==> src/rtl/pen_line_draw.sv <==
// pen_line_draw
//   Takes pen positions from the camera tracker and turns them into a
//   continuous stroke. For each position drawn with the pen down, it emits every
//   pixel on the straight line from the previous position to the new one, using
//   Bresenham's line algorithm. Pixels go out one per handshake, so the
//   downstream pixel buffer write path can apply backpressure.
//
// Ports
//   clk        single clock (vga_clk domain)
//   reset      synchronous, active-low
//   pen_valid  a new pen sample is present
//   pen_ready  the block accepts a sample; high only while IDLE
//   pen_x/y    sample coordinates; a value past X_MAX/Y_MAX means the pen is not visible
//   pen_down   1 = draw from the last point to this one, 0 = move only
//   pix_valid  a pixel is presented on pix_x/pix_y
//   pix_ready  downstream accepts the presented pixel
//   pix_x/y    pixel coordinates; held stable while stalled
//   busy       a segment is being set up or drawn
//
// State table
//   IDLE   | waiting for a pen sample; pen_ready=1
//   SETUP  | one cycle to compute the deltas, the step directions and the initial error
//   DRAW   | presenting the current pixel and stepping on each accepted pixel
module pen_line_draw #(
    parameter int XW    = 10,
    parameter int YW    = 10,
    parameter int X_MAX = 639,
    parameter int Y_MAX = 479
) (
    input  logic          clk,
    input  logic          reset,
    input  logic          pen_valid,
    output logic          pen_ready,
    input  logic [XW-1:0] pen_x,
    input  logic [YW-1:0] pen_y,
    input  logic          pen_down,
    output logic          pix_valid,
    input  logic          pix_ready,
    output logic [XW-1:0] pix_x,
    output logic [YW-1:0] pix_y,
    output logic          busy
);

    // Two guard bits: one for the sign, and one so that |delta| always fits.
    localparam int CW = ((XW > YW) ? XW : YW) + 2;
    localparam logic signed [CW-1:0] ZERO = '0;

    typedef enum logic [1:0] {IDLE, SETUP, DRAW} state_t;

    state_t               state;
    logic                 have_last;
    logic [XW-1:0]        last_x, end_x;
    logic [YW-1:0]        last_y, end_y;
    logic signed [CW-1:0] dx, dy, err;
    logic                 step_x_neg, step_y_neg;

    logic                 pen_fire, pix_fire, in_range, at_end;
    logic signed [CW-1:0] diff_x, diff_y, abs_dx, abs_dy, err_next;
    logic signed [CW:0]   e2, dx_w, dy_w;
    logic                 move_x, move_y;

    always_comb begin
        pen_fire = pen_valid && pen_ready;
        pix_fire = pix_valid && pix_ready;
        in_range = (pen_x <= XW'(X_MAX)) && (pen_y <= YW'(Y_MAX));
        at_end   = (pix_x == end_x) && (pix_y == end_y);

        // pix_x/pix_y hold the current point, which is the segment start during SETUP.
        diff_x = signed'(CW'(end_x)) - signed'(CW'(pix_x));
        diff_y = signed'(CW'(end_y)) - signed'(CW'(pix_y));
        abs_dx = diff_x[CW-1] ? -diff_x : diff_x;
        abs_dy = diff_y[CW-1] ? -diff_y : diff_y;

        // e2 = 2*err needs one more bit. Both step decisions use the old error.
        e2       = {err, 1'b0};
        dx_w     = {dx[CW-1], dx};
        dy_w     = {dy[CW-1], dy};
        move_x   = (e2 >= dy_w);
        move_y   = (e2 <= dx_w);
        err_next = err + (move_x ? dy : ZERO) + (move_y ? dx : ZERO);
    end

    always_ff @(posedge clk) begin
        if (!reset) begin
            state      <= IDLE;
            pen_ready  <= 1'b1;
            pix_valid  <= 1'b0;
            pix_x      <= '0;
            pix_y      <= '0;
            busy       <= 1'b0;
            have_last  <= 1'b0;
            last_x     <= '0;
            last_y     <= '0;
            end_x      <= '0;
            end_y      <= '0;
            dx         <= '0;
            dy         <= '0;
            err        <= '0;
            step_x_neg <= 1'b0;
            step_y_neg <= 1'b0;
        end else begin
            case (state)
                IDLE: begin
                    if (pen_fire) begin
                        if (!in_range) begin
                            have_last <= 1'b0;
                        end else if (!pen_down || !have_last) begin
                            last_x    <= pen_x;
                            last_y    <= pen_y;
                            have_last <= 1'b1;
                        end else begin
                            end_x     <= pen_x;
                            end_y     <= pen_y;
                            pix_x     <= last_x;
                            pix_y     <= last_y;
                            state     <= SETUP;
                            pen_ready <= 1'b0;
                            busy      <= 1'b1;
                        end
                    end
                end
                SETUP: begin
                    dx         <= abs_dx;
                    dy         <= -abs_dy;
                    err        <= abs_dx - abs_dy;
                    step_x_neg <= diff_x[CW-1];
                    step_y_neg <= diff_y[CW-1];
                    pix_valid  <= 1'b1;
                    state      <= DRAW;
                end
                DRAW: begin
                    if (pix_fire) begin
                        if (at_end) begin
                            last_x    <= end_x;
                            last_y    <= end_y;
                            pix_valid <= 1'b0;
                            pen_ready <= 1'b1;
                            busy      <= 1'b0;
                            state     <= IDLE;
                        end else begin
                            err <= err_next;
                            if (move_x)
                                pix_x <= step_x_neg ? pix_x - XW'(1) : pix_x + XW'(1);
                            if (move_y)
                                pix_y <= step_y_neg ? pix_y - YW'(1) : pix_y + YW'(1);
                        end
                    end
                end
                default: begin
                    state     <= IDLE;
                    pen_ready <= 1'b1;
                    pix_valid <= 1'b0;
                    busy      <= 1'b0;
                end
            endcase
        end
    end

endmodule

==> config.mk <==
export PLATFORM = sky130hd
export DESIGN_NAME = pen_line_draw
export DESIGN_NICKNAME = d
export VERILOG_FILES = /design/src/rtl/pen_line_draw.sv
export SDC_FILE = /design/constraint.sdc
export NUM_CORES = 1
export LEC_CHECK = 0
export CORE_UTILIZATION = 50
export DETAILED_ROUTE_END_ITERATION = 7
export PLACE_DENSITY = 0.65
export SYNTH_ARGS = -nofsm -noshare
export SYNTH_HDL_FRONTEND = slang
export SYNTH_SLANG_ARGS = --single-unit
==> constraint.sdc <==
create_clock -name clk -period 6.1 [get_ports clk]
set_input_delay 1.22 -clock clk [delete_from_list [all_inputs] [get_ports clk]]
set_output_delay 1.22 -clock clk [all_outputs]
set_load 0.05 [all_outputs]
==> results_dict.tcl <==
set metrics [dict create \
    outcome "finished, final reports clean" \
    setup_viol 0 \
    avgViaCountPerCell 5.71 \
    path_clk_slew_ps 80 \
    synthDistinctLibCells 75 \
    clock_path_buffers 2 \
    std_cell_rows 46 \
    slew_headroom 0.336 \
    fin_skew_ps 15.6 \
    drive_above_1_share 0.0511 \
    gr-total-overflow 0 \
    n_antenna_cell 0 \
    die_w_um 131 \
    grt_pass1_vias 6731 \
    rrSetupSlack_ps 1250 \
    peakVddDrop_v 0.000183 \
    h-tree-depth 3 \
    fin_cells 1293 \
    min_period_ps 4850 \
    grt_max_degree 54 \
    routed_wl_um 21600 \
    syn_area_per_cell_um2 7.94 \
    hold_viol 0 \
    num_vias 7383 \
    ant_nets 0 \
    synthesis.nets 1175 \
    detail_route.wl_per_cell_um 16.7 \
    p_per_area_nw_per_um2 174 \
    root_buffer "clkbuf_16" \
    synth.area.top_cells "dfxtp_1 (25%), ha_1 (13%), nor2_1 (5.8%)" \
    dieArea_um2 17200 \
    cts_buffers 9 \
    worst_pin_slew_ps 995 \
    clock-sinks 104 \
    fin_area_um2 9310 \
    port_buffers 47 \
    ys_async_sr_fraction 0 \
    post_cts_resized 0 \
    worstSetupPathType "reg2reg" \
    area_growth_pct 11.7 \
    yosysTopAreaCellShare 0.250 \
    hold_buffers 0 \
    grt_pass1_wl_um 35000 \
    crit_path_max_fanout 6 \
    cp_data_arrival_time_ps 5120 \
    fill_cells 1551 \
    worstSkewPairLatency_ps 370 \
    dp_cells 1277 \
    fin_nets 1198 \
    io_pins 48 \
    ys_seq_elements 104 \
    gr-max-usage-layer "met2" \
    drc_errors 0 \
    initial_core_util 0.519 \
    setup-tns-final_ps 0 \
    drv_cap 0 \
    worst_setup_path_start_kind "register" \
    synth_enable_flop_cells 0 \
    core_area_um2 16100 \
    grtUsageMet3 0.0394 \
    slew_viol_final 0 \
    die_y_um 131 \
    postSynthCellCount 1049 \
    hold_slack_ps 457 \
    syn_area_um2 8330 \
    grt_setup_unrepaired "false" \
    postPlaceCellArea_um2 8990 \
    place_congestion 0.892 \
    met1_usage 0.360 \
    end_kind "register" \
    ys.flop_type "dfxtp_1" \
    drt_pass1_iterations 5 \
    ys_seq_area_frac 0.250 \
    use_met2 0.435 \
    holdCritPathClass "reg2reg" \
    cts_tree "built" \
    dr.first_iter.drc_count 377 \
    dp_hpwl_um 16500 \
    fmax_mhz 206 \
    postLayoutCoreUtil 0.579 \
    grt_use_total 0.266 \
    finalCritPeriodShare 0.795 \
    antenna_found_initial 0 \
    synth_top_area_cell "dfxtp_1" \
    worstPathRequired_ps 6370 \
    yosys_warnings 0 \
    cts_setup_buffers 0 \
    leakage_nw 4.06 \
]
## layout make-up
type | instances | area (µm²) | area share
clock buffers | 9 | 225 | 0.0242
clock inverters | 7 | 90.1 | 0.00968
flip-flops and latches | 104 | 2080 | 0.224
well taps | 216 | 270 | 0.0290
inverters | 75 | 282 | 0.0303
repair buffers | 58 | 553 | 0.0594
multi-input cells | 824 | 5800 | 0.624
## critical path: stages (launching register included)
cell and delay (ps):
dfxtp_1 380, inv_1 70, ha_1 350, nor2b_1 150, o21a_1 190, o21ba_2 200, o31ai_1 260, a21boi_1 150
or2_2 350, o21ai_0 490, inv_1 100, ha_1 300, nor2b_1 130, o21a_1 170, o21ai_0 320, a21oi_1 160
a41o_1 290, o21a_1 180, o21ai_0 150, nand2_1 90, a221oi_1 260
## kinds of logic (layout without fill, tap and decap cells)
| kind of cell | count (synthesis) | after routing | synth area share |
|---|---|---|---|
| XOR/XNOR | 56 | 56 | 0.0607 |
| buffers and inverters | 121 | 149 | 0.0550 |
| multiplexers | 24 | 24 | 0.0288 |
| AND/OR/NAND/NOR | 379 | 379 | 0.214 |
| AO/OA/AOI/OAI | 264 | 264 | 0.225 |
| adder cells (fa/ha/maj) | 101 | 101 | 0.167 |
| flip-flops | 104 | 104 | 0.250 |
## layer usage
metal / part of all wire / vias up
met3: 0.039 / 23
met4: 0.019 / 0
li1: - / 3786
met1: 0.48 / 3439
met5: 0 / -
met2: 0.46 / 135
## registers in the layout (all words and copies together), names as in the netlist, 2 cells and up
| name | cells |
|---|---|
| dx | 12 |
| dy | 12 |
| err | 12 |
| end_x | 10 |
| end_y | 10 |
| last_x | 10 |
| last_y | 10 |
| pix_x | 10 |
| pix_y | 10 |
| state | 2 |
## synthesized netlist by cell type, drive strengths merged, types with 3 or more instances
cell and n:
nor2 128, a221oi 3, a21boi 5, or4 4, or3 10, xnor2 39, o21ai 38, dfxtp 104
and3 8, nand3 20, a211oi 28, o41ai 3, xor2 17, nand3b 7, nand2 109, inv 75
o31ai 6, nand4 17, fa 17, nor2b 15, a311oi 22, o311ai 3, a31oi 6, a21oi 64
o211ai 13, ha 84, o21a 18, o21bai 3, clkbuf 42, or2 8, buf 4, o211a 5
nand2b 15, nor4b 3, mux2i 24, nor3 24, nor3b 5, a21o 22, and2 4
## where the power goes
part | total [W] | switching [W] | internal (W)
logic | 0.000298 | 0.000172 | 0.000126
clock network | 0.000621 | 0.000322 | 0.000299
registers | 0.000698 | 0.00000779 | 0.000690
## per-stage QoR
stage / total power, W / worst slack, ps
after global placement: 0.00101 / 1390
after detailed placement: 0.00101 / 1310
after global routing: 0.00169 / 935
after CTS: 0.00163 / 1270
after floorplan: 0.000927 / 1430
final: 0.00162 / 1250
## final timing paths
path | startpoint | end | cells past startpoint
worst max-delay path | pix_x[2] | err[11] | 20
worst min-delay path | dy[7] | dy[7] | 2
worst max register to register | pix_x[2] | err[11] | 20
worst min register to register | dy[7] | dy[7] | 2
## cells in the final DEF (no fill, tap or decap), drive strengths merged, types with 9 or more instances in the layout
cell and instances:
nor3 24, nor2 128, nand3 20, a211oi 28
dfxtp 104, mux2i 24, nor2b 15, fa 17
inv 79, clkdlybuf4s50 47, nand2 109, xor2 17
o21ai 38, a21oi 64, buf 11, ha 84
nand2b 15, a21o 22, clkbuf 9, o211ai 13
or3 10, nand4 17, a311oi 22, o21a 18
xnor2 39
Power figures use the tool's default switching activity.
